<file path="src/rtl/dco_tune_pkg.sv">
`default_nettype none
// ============================================================================
// Module   : dco_tune_pkg
// Brief    : Shared types and constants for the DCO tuning-word encoder.
// Revision : 1.0 - initial release
// ============================================================================
package dco_tune_pkg;

    typedef enum logic [1:0] {
        ST_OFF   = 2'd0,
        ST_WAKE  = 2'd1,
        ST_IDLE  = 2'd2,
        ST_APPLY = 2'd3
    } state_t;

    localparam int c_l_max  = 25;
    localparam int c_dim_l  = 5;
    localparam int c_dim_ms = 16;

endpackage
`default_nettype wire

</file>
<file path="src/rtl/cap_bank_enc.sv">
`default_nettype none
// ============================================================================
// Module   : cap_bank_enc
// Brief    : Count to rall/row/col select pattern for a D x D capacitor bank.
// Revision : 1.0 - initial release
// ============================================================================
module cap_bank_enc #(
    parameter int D  = 16,
    parameter int CW = 8
) (
    input  logic [CW-1:0] i_count,
    output logic [D-1:0]  o_rall,
    output logic [D-1:0]  o_row,
    output logic [D-1:0]  o_col
);

    logic [CW-1:0] w_q;
    logic [CW-1:0] w_r;

    assign w_q = i_count / CW'(D);
    assign w_r = i_count % CW'(D);

    // Full rows below q, a partial row q with r columns; no partial row once q reaches D.
    for (genvar i = 0; i < D; i++) begin : g_cell
        assign o_rall[i] = (w_q > CW'(i));
        assign o_row[i]  = (w_q == CW'(i));
        assign o_col[i]  = (w_r > CW'(i));
    end

endmodule
`default_nettype wire

</file>
<file path="src/rtl/dco_tune_encoder.sv">
`default_nettype none
// ============================================================================
// Module   : dco_tune_encoder
// Brief    : DCO capacitor-bank front end: power-up sequencing, tuning-word
//            handshake and L/M/S bank thermometer encoding.
//            Optional S-bank sigma-delta dithering under `DCO_DITHER_EN.
// Revision : 1.0 - initial release
// ============================================================================
module dco_tune_encoder
    import dco_tune_pkg::*;
#(
    parameter int         WAKE_CYCLES   = 16,
    parameter logic [1:0] OSC_GAIN_INIT = 2'd2,
    parameter int         FRAC_W        = 6
) (
    input  logic              clk,
    input  logic              rst,
    input  logic              en,
    input  logic              tw_valid,
    output logic              tw_ready,
    input  logic [4:0]        tw_l,
    input  logic [7:0]        tw_m,
    input  logic [7:0]        tw_s,
    input  logic [FRAC_W-1:0] tw_frac,
    output logic              pd,
    output logic [1:0]        osc_gain,
    output logic [4:0]        c_l_rall,
    output logic [4:0]        c_l_row,
    output logic [4:0]        c_l_col,
    output logic [15:0]       c_m_rall,
    output logic [15:0]       c_m_row,
    output logic [15:0]       c_m_col,
    output logic [15:0]       c_s_rall,
    output logic [15:0]       c_s_row,
    output logic [15:0]       c_s_col,
    output logic              busy
);

    localparam int c_wcw = $clog2(WAKE_CYCLES + 1);

    state_t           r_state;
    state_t           w_state_nxt;
    logic [c_wcw-1:0] r_wake_cnt;
    logic             w_wake_done;
    logic             w_accept;
    logic             w_s_upd;

    logic [4:0] r_l, w_l_clamp;
    logic [7:0] r_m, r_s, w_s_eff;

    logic [4:0]  w_l_rall, w_l_row, w_l_col;
    logic [15:0] w_m_rall, w_m_row, w_m_col;
    logic [15:0] w_s_rall, w_s_row, w_s_col;

    logic [4:0]  r_l_rall, r_l_row, r_l_col;
    logic [15:0] r_m_rall, r_m_row, r_m_col;
    logic [15:0] r_s_rall, r_s_row, r_s_col;

    assign w_wake_done = (r_wake_cnt == c_wcw'(WAKE_CYCLES - 1));
    assign w_accept    = tw_valid && en && (r_state == ST_IDLE);
    assign w_l_clamp   = (tw_l > 5'(c_l_max)) ? 5'(c_l_max) : tw_l;

    always_ff @(posedge clk) begin
        if (rst) r_state <= ST_OFF;
        else     r_state <= w_state_nxt;
    end

    always_comb begin
        w_state_nxt = r_state;
        pd          = 1'b1;
        osc_gain    = 2'd0;
        tw_ready    = 1'b0;
        busy        = 1'b0;
        case (r_state)
            ST_OFF: begin
                if (en) w_state_nxt = ST_WAKE;
            end
            ST_WAKE: begin
                pd       = 1'b0;
                osc_gain = OSC_GAIN_INIT;
                busy     = 1'b1;
                if (w_wake_done) w_state_nxt = ST_IDLE;
            end
            ST_IDLE: begin
                pd       = 1'b0;
                osc_gain = OSC_GAIN_INIT;
                tw_ready = 1'b1;
                if (tw_valid) w_state_nxt = ST_APPLY;
            end
            ST_APPLY: begin
                pd          = 1'b0;
                osc_gain    = OSC_GAIN_INIT;
                busy        = 1'b1;
                w_state_nxt = ST_IDLE;
            end
            default: w_state_nxt = ST_OFF;
        endcase
        if (!en) w_state_nxt = ST_OFF;
    end

    always_ff @(posedge clk) begin
        if (rst || (r_state != ST_WAKE)) r_wake_cnt <= '0;
        else if (!w_wake_done)           r_wake_cnt <= r_wake_cnt + c_wcw'(1);
    end

    // Dropping en discards any word latched but not yet applied.
    always_ff @(posedge clk) begin
        if (rst || !en) begin
            r_l <= '0;
            r_m <= '0;
            r_s <= '0;
        end else if (w_accept) begin
            r_l <= w_l_clamp;
            r_m <= tw_m;
            r_s <= tw_s;
        end
    end

`ifdef DCO_DITHER_EN
    logic [FRAC_W-1:0] r_acc;
    logic [FRAC_W:0]   w_acc_sum;
    logic [8:0]        w_s_sum;

    assign w_acc_sum = {1'b0, r_acc} + {1'b0, tw_frac};
    assign w_s_sum   = {1'b0, r_s} + 9'(w_acc_sum[FRAC_W]);
    assign w_s_eff   = w_s_sum[8] ? 8'hFF : w_s_sum[7:0];
    assign w_s_upd   = (r_state == ST_IDLE) || (r_state == ST_APPLY);

    always_ff @(posedge clk) begin
        if (rst || !en || w_accept) r_acc <= '0;
        else if (w_s_upd)           r_acc <= w_acc_sum[FRAC_W-1:0];
    end
`else
    logic w_unused_frac;

    assign w_unused_frac = ^tw_frac;
    assign w_s_eff       = r_s;
    assign w_s_upd       = (r_state == ST_APPLY);
`endif

    cap_bank_enc #(.D(c_dim_l), .CW(5)) u_enc_l (
        .i_count (r_l),
        .o_rall  (w_l_rall),
        .o_row   (w_l_row),
        .o_col   (w_l_col)
    );

    cap_bank_enc #(.D(c_dim_ms), .CW(8)) u_enc_m (
        .i_count (r_m),
        .o_rall  (w_m_rall),
        .o_row   (w_m_row),
        .o_col   (w_m_col)
    );

    cap_bank_enc #(.D(c_dim_ms), .CW(8)) u_enc_s (
        .i_count (w_s_eff),
        .o_rall  (w_s_rall),
        .o_row   (w_s_row),
        .o_col   (w_s_col)
    );

    // Count 0 is encoded as row[0]=1 with everything else clear.
    always_ff @(posedge clk) begin
        if (rst || !en) begin
            r_l_rall <= '0; r_l_row <= 5'h01;  r_l_col <= '0;
            r_m_rall <= '0; r_m_row <= 16'h1;  r_m_col <= '0;
        end else if (r_state == ST_APPLY) begin
            r_l_rall <= w_l_rall; r_l_row <= w_l_row; r_l_col <= w_l_col;
            r_m_rall <= w_m_rall; r_m_row <= w_m_row; r_m_col <= w_m_col;
        end
    end

    always_ff @(posedge clk) begin
        if (rst || !en) begin
            r_s_rall <= '0; r_s_row <= 16'h1; r_s_col <= '0;
        end else if (w_s_upd) begin
            r_s_rall <= w_s_rall; r_s_row <= w_s_row; r_s_col <= w_s_col;
        end
    end

    assign c_l_rall = r_l_rall;
    assign c_l_row  = r_l_row;
    assign c_l_col  = r_l_col;
    assign c_m_rall = r_m_rall;
    assign c_m_row  = r_m_row;
    assign c_m_col  = r_m_col;
    assign c_s_rall = r_s_rall;
    assign c_s_row  = r_s_row;
    assign c_s_col  = r_s_col;

endmodule
`default_nettype wire
</file>
<file path="config.mk">
export PLATFORM = sky130hd
export DESIGN_NAME = dco_tune_encoder
export DESIGN_NICKNAME = d
export VERILOG_FILES = /design/src/rtl/dco_tune_pkg.sv /design/src/rtl/cap_bank_enc.sv /design/src/rtl/dco_tune_encoder.sv
export SDC_FILE = /design/constraint.sdc
export NUM_CORES = 1
export LEC_CHECK = 0
export ABC_AREA = 1
export CAP_MARGIN = 20
export CORE_MARGIN = 5
export CORE_UTILIZATION = 45
export CTS_CLUSTER_DIAMETER = 200
export DETAILED_ROUTE_END_ITERATION = 7
export GPL_TIMING_DRIVEN = 0
export PLACE_DENSITY = 0.76
export SYNTH_ARGS = -nofsm -noshare
export SYNTH_HDL_FRONTEND = slang
export SYNTH_SLANG_ARGS = --single-unit
</file>
<file path="constraint.sdc">
create_clock -name clk -period 3.74 [get_ports clk]
set_input_delay 0.748 -clock clk [delete_from_list [all_inputs] [get_ports clk]]
set_output_delay 0.748 -clock clk [all_outputs]
set_load 0.05 [all_outputs]
</file>
==> flow_summary.ini, run 1 <==
[run_status]
status = complete, no violations

[floorplan]
die_y_um = 119
num_rows = 39
die-area_um2 = 14200
dieWidth_um = 119
initial_core_util_pct = 46.3
io_pins = 147
core_area_um2 = 11600

[yosys]
synth_seq_cells = 135
synthAdderAreaFrac_pct = 0.934
synth_top_area_share_pct = 50.5
yosys.area_share.simple_pct = 20.9
muxShareOfSynthArea_pct = 0.187
synth-xor-area-share_pct = 0.164
syn_inst = 700
avgSynthCellArea_um2 = 7.65
synth_edf_count = 0
synth_area_leaders = dfxtp_1, a21oi_1, nand2_1, nor2_1, o21ai_0
yosysTopAreaCell = dfxtp_1
synth_compound_area_share_pct = 19.6
synth_warnings = 0
synth_cell_types = 40
ys_seq_area_share_pct = 50.5
synth-main-ff-cell = dfxtp_1
async_flop_share_pct = 0
netlist_area_um2 = 5360
synth_top_family_by_area = simple AND/OR/NAND/NOR gates

[drt]
wl_per_cell_um = 18.0
via_per_inst = 5.50
drt_iter0_drc = 604
drt-total-wl_um = 18300
antenna_left = 0
vias = 5568
dr.pass1.iters = 7
route.detailed.drc = 0

[cts]
cts_tree = built
ctsHoldBuffers = 0
cts_buffer_depth = 2
cts_root_buffer = clkbuf_16
clkLatencyLatePin_ps = 420
htreeDepth = 4
postCtsSetupRepairBufs = 0
clk_pin_slew_ps = 60
cts_made_buffers = 17
cts-resized-gates = 0
cts_sinks = 135

[timing]
setup_slack_ps = 1170
rsz0062_at_grt = no
relSlewSlack_pct = 48.3
hold_violations = 0
slew_viol_final = 0
finalClockSkew_ps = 9.84
finalSetupViolations = 0
timing.final.crit_share_pct = 68.6
tightest_slew_ps = 776
fin_crit_ps = 2570
tns_ps = 0
clock.fmax_ghz = 0.390

[hold_path]
holdPathStages = 2
hp-class = register to register

[critical_path]
path_cells = inv_1 > nor2_1 > clkdlybuf4s50_1
r2r_cells = 5
cpPeakStageDelay_ps = 830
cp.depth = 3
cp_slowest_cell = clkdlybuf4s50_1
crit_family = buffers and inverters
end_kind = output pin
critPathKind = register to output pin
start_kind = register
cp.required_ps = 2990
worst-path-max-fanout = 5
arrival_ps = 1820
crit_buf_inv = 2

[flow_run]
cap_violations = 0

[global_routing]
grtUsageTotal_pct = 25.4
grt_max_degree = 17
antenna_found_initial = 0
grt_pass1_wl_um = 28700
grt_pass1_vias = 5506
grt-ovfl-total = 0

[power_and_ir_drop]
power.leakage_nw = 2.80
p_seq_share_pct = 44.4
p_int_mw = 2.53
p_switching_mw = 0.713
power_frac_comb_pct = 3.0
power_mw = 3.24
ir_drop_v = 0.000294
p_sw_share_pct = 22.0
powerDensity_nw_per_um2 = 432
pwr-share-clk_pct = 52.6

[finish]
area_growth_pct = 40.0
final_util_pct = 64.9
n_antenna_cell = 0
drive_gt1_share_pct = 7.36
final_net_count = 893

[placed_design]
gp_congestion = 0.901
pre_cts_ws_ps = 928
port_buffers = 135
dp_hpwl_um = 13300
==> tightest hold or removal path: stages (launching register included) <==
cell	delay [ps]
dfxtp_1	310
nand2_1	60
a21oi_1	50
==> logic make-up after synthesis <==
group | after synthesis
compound gates | 192
xor+xnor | 1
mux | 1
flops | 135
other cells | 1
fa+ha+maj | 4
buf+inv | 102
simple gates | 264
==> layout make-up <==
cell class,instances,area (µm²)
Buffer,41,183
Clock buffer,18,429
Clock inverter,13,170
Fill cell,992,4060
Inverter,61,231
Multi-Input combinational cell,467,2250
Sequential cell,135,2700
Tap cell,143,179
Timing Repair Buffer,135,1350
==> Yosys cell counts, drive strengths merged, types with 2 or more instances <==
library cell / n
nand2: 138
dfxtp: 135
a21oi: 105
nor2: 96
inv: 61
o21ai: 61
clkbuf: 30
nand3: 18
buf: 11
nor3: 7
a31oi: 5
a211oi: 4
a22oi: 4
ha: 4
nand4: 4
a221oi: 3
o21bai: 2
o31ai: 2
==> state kept, by name, indices dropped and copies added, names as in the netlist <==
signal and flops:
c_l_row 5, c_s_row 16, c_m_rall 15, r_l 5, r_state 2, c_s_col 15, c_s_rall 15, r_wake_cnt 5
c_l_rall 5, r_s 8, c_m_col 15, c_m_row 16, c_l_col 5, r_m 8
==> cell usage in the layout, fill, tap and decap left out, types with 2 or more instances in the layout <==
| cell type | count |
|---|---|
| inv_1 | 60 |
| clkinvlp_4 | 3 |
| nor2_2 | 3 |
| nand3_1 | 16 |
| buf_1 | 6 |
| clkbuf_16 | 17 |
| nand2_1 | 121 |
| dfxtp_1 | 135 |
| ha_1 | 4 |
| conb_1 | 5 |
| clkbuf_1 | 30 |
| inv_6 | 5 |
| nand4_1 | 4 |
| o21bai_1 | 2 |
| buf_4 | 5 |
| o21ai_1 | 4 |
| nand2_4 | 3 |
| o31ai_1 | 2 |
| a21oi_1 | 103 |
| clkdlybuf4s50_1 | 135 |
| a211oi_1 | 4 |
| nand3_2 | 2 |
| a22oi_1 | 4 |
| nand2_2 | 14 |
| a221oi_1 | 3 |
| bufinv_16 | 3 |
| o21ai_0 | 56 |
| nor2_1 | 92 |
| a31oi_1 | 5 |
| nor3_1 | 7 |
==> worst paths after layout <==
check                           startpoint           end  slack (ps)
worst max-delay path            r_state[1]      tw_ready        1170
worst min-delay path            c_s_row[7]    c_s_row[7]         460
worst max register to register  r_state[0]  c_s_rall[10]        1290
worst min register to register  c_s_row[7]    c_s_row[7]         460
==> per-stage QoR <==
step	hold WS, ps	instances	instance area (µm²)
2_1_floorplan	444	704	5370
3_3_place_gp	454	982	6900
3_5_place_dp	457	982	6900
4_1_cts	466	1013	7500
5_1_grt	480	1013	7500
6_report	465	1013	7500
==> metal layers <==
layer	share of wire, %	track usage [%]
met5	0	0
met2	46	40.6
met4	3.4	11.2
met3	10	5.55
met1	41	33.1
==> power by group through the flow <==
stage | clock network, mW | registers [mW] | logic (mW)
floorplan | 0 | 1.47 | 0.0475
global placement | 0 | 1.47 | 0.0937
finish | 1.71 | 1.44 | 0.0968
global route | 1.78 | 1.44 | 0.102
CTS | 1.70 | 1.44 | 0.0949
detailed placement | 0 | 1.47 | 0.0947
Note: power is estimated with default switching activity, not from simulation.
==> run 2: changes to the inputs <==
Clock period 3.74 ns to 2.5 ns, I/O delays scaled along.
==> run 2 against run 1 <==
Net effect: setup slack worse by 1100 ps; sequential share of layout area hardly changed; hold slack hardly changed; die area stayed put; final area hardly changed; critical path depth is 2 higher; total power is 49% higher; global-route usage stayed put; via count is 0.36% higher; largest power group unchanged; highest routed layer unchanged.
==> flow_summary.ini, run 2 (synthesis gave the netlist of run 1 again) <==
[critical_path]
r2r_cells = 5
cpPeakStageDelay_ps = 630
cp_slowest_cell = clkbuf_1
start_kind = register
end_kind = register
path_cells = nand2_1 > clkbuf_1 > clkbuf_1 > o21ai_0 > nor3_1
r2r_slack_ps = 60
cp.required_ps = 2840
regToRegStartpoint = r_state[0]
crit_top_cell = clkbuf_1
arrival_ps = 2780
r2r_end = c_s_rall[10]
worst-path-max-fanout = 10
critPathKind = register to register

[cts]
htreeDepth = 4
cts_sinks = 135
ctsHoldBuffers = 0
cts_made_buffers = 17
clkLatencyLatePin_ps = 420
postCtsSetupRepairBufs = 0
cts_buffer_depth = 2
clk_pin_slew_ps = 60
cts_tree = built
cts_root_buffer = clkbuf_16
cts-resized-gates = 0

[hold_path]
worstHoldEndpoint = c_s_row[7]
hp-start = c_s_row[7]
hp-class = register to register
holdPathStages = 2

[finish]
drive_gt1_share_pct = 7.47
final_cell_mix = dfxtp_1, clkdlybuf4s50_1, nand2_1, a21oi_1, nor2_1
multi_input_comb_area_um2 = 2260
area_growth_pct = 40.1
ff_latch_area_um2 = 2700
final_net_count = 893
stdcell_count = 1013
n_fill_cell = 993
n_antenna_cell = 0

[floorplan]
io_pins = 147
num_rows = 39
initial_core_util_pct = 46.3
dieWidth_um = 119
core_area_um2 = 11600
die_y_um = 119
die-area_um2 = 14200

[drt]
via_per_inst = 5.52
antenna_left = 0
route.detailed.drc = 0
wl_met2_um = 8290
wl_met1_um = 7360
dr_wl_met3_um = 1850
dr.pass1.iters = 5
wl_per_cell_um = 18.0
dr.max_layer_used = met4
drt_iter0_drc = 602
vias = 5588
drt-total-wl_um = 18200

[timing]
finalSetupViolations = 0
fin_hold_ws_ps = 465
clock.fmax_ghz = 0.409
fin_crit_ps = 2440
hold_violations = 0
tightest_slew_ps = 769
finalClockSkew_ps = 9.83
relSlewSlack_pct = 48.7
rsz0062_at_grt = no
slew_viol_final = 0
timing.final.crit_share_pct = 97.7

[global_routing]
antenna_found_initial = 0
grt-ovfl-total = 0
grt_pass1_wl_um = 28700
grtUsageTotal_pct = 25.4
grt_max_degree = 17
grt_pass1_vias = 5506

[placed_design]
gp_congestion = 0.901
dp_hpwl_um = 13300
port_buffers = 135
placed_cells = 982

[power_and_ir_drop]
power.leakage_nw = 2.80
powerDensity_nw_per_um2 = 646
ir_drop_v = 0.000440

[run_status]
status = complete, no violations

[flow_run]
cap_violations = 0
[run 2: metrics by stage]
step | utilization (%) | TNS (ps) | area [µm²] | setup WS (ps) | total power [mW]
after CTS | 64.9 | 0 | 7500 | 168 | 4.84
after global routing | 64.9 | 0 | 7500 | 36.0 | 4.96
after detailed placement | 59.7 | -553 | 6900 | -63.8 | 2.34
final | 64.9 | 0 | 7500 | 57.7 | 4.85
after global placement | 59.7 | -28.8 | 6900 | -6.62 | 2.34
after floorplan | - | 0 | 5370 | 524 | 2.27
[run 2: final cells by class]
| class | count | area share (%) |
|---|---|---|
| Multi-Input combinational cell | 467 | 30.1 |
| Clock inverter | 13 | 2.27 |
| Clock buffer | 18 | 5.72 |
| Inverter | 61 | 3.08 |
| Tap cell | 143 | 2.38 |
| Buffer | 41 | 2.43 |
| Sequential cell | 135 | 36.0 |
| Timing Repair Buffer | 135 | 18.0 |
[run 2: metal layers]
| metal | vias up | global-route usage, % |
|---|---|---|
| li1 | 2610 | - |
| met1 | 2582 | 33.1 |
| met2 | 338 | 40.6 |
| met3 | 58 | 5.55 |
| met4 | 0 | 11.2 |
| met5 | - | 0 |
[run 2: critical path: cells and delay by family (launching register included)]
family                 cells  cell delay [ps]
AO/OA/AOI/OAI              1              310
buffers and inverters      2             1170
flip-flops                 1              350
AND/OR/NAND/NOR            2              520
[run 2: worst max-delay path by stage]
| stage | to | from |
|---|---|---|
| after CTS | c_s_rall[10] | r_state[0] |
| after floorplan | osc_gain[1] | r_state[1] |
| after global placement | c_m_col[5] | rst |
| after global routing | c_l_col[4] | r_l[3] |
| final | c_s_rall[10] | r_state[0] |
| after detailed placement | c_s_rall[5] | rst |
[run 2: power breakdown]
part	switching (mW)	total, mW	leakage, nW	internal [mW]
Clock	0.969	2.55	0.284	1.58
Sequential	0.00211	2.16	1.09	2.15
Combinational	0.0905	0.145	1.43	0.0541
Total	1.06	4.85	2.80	3.78
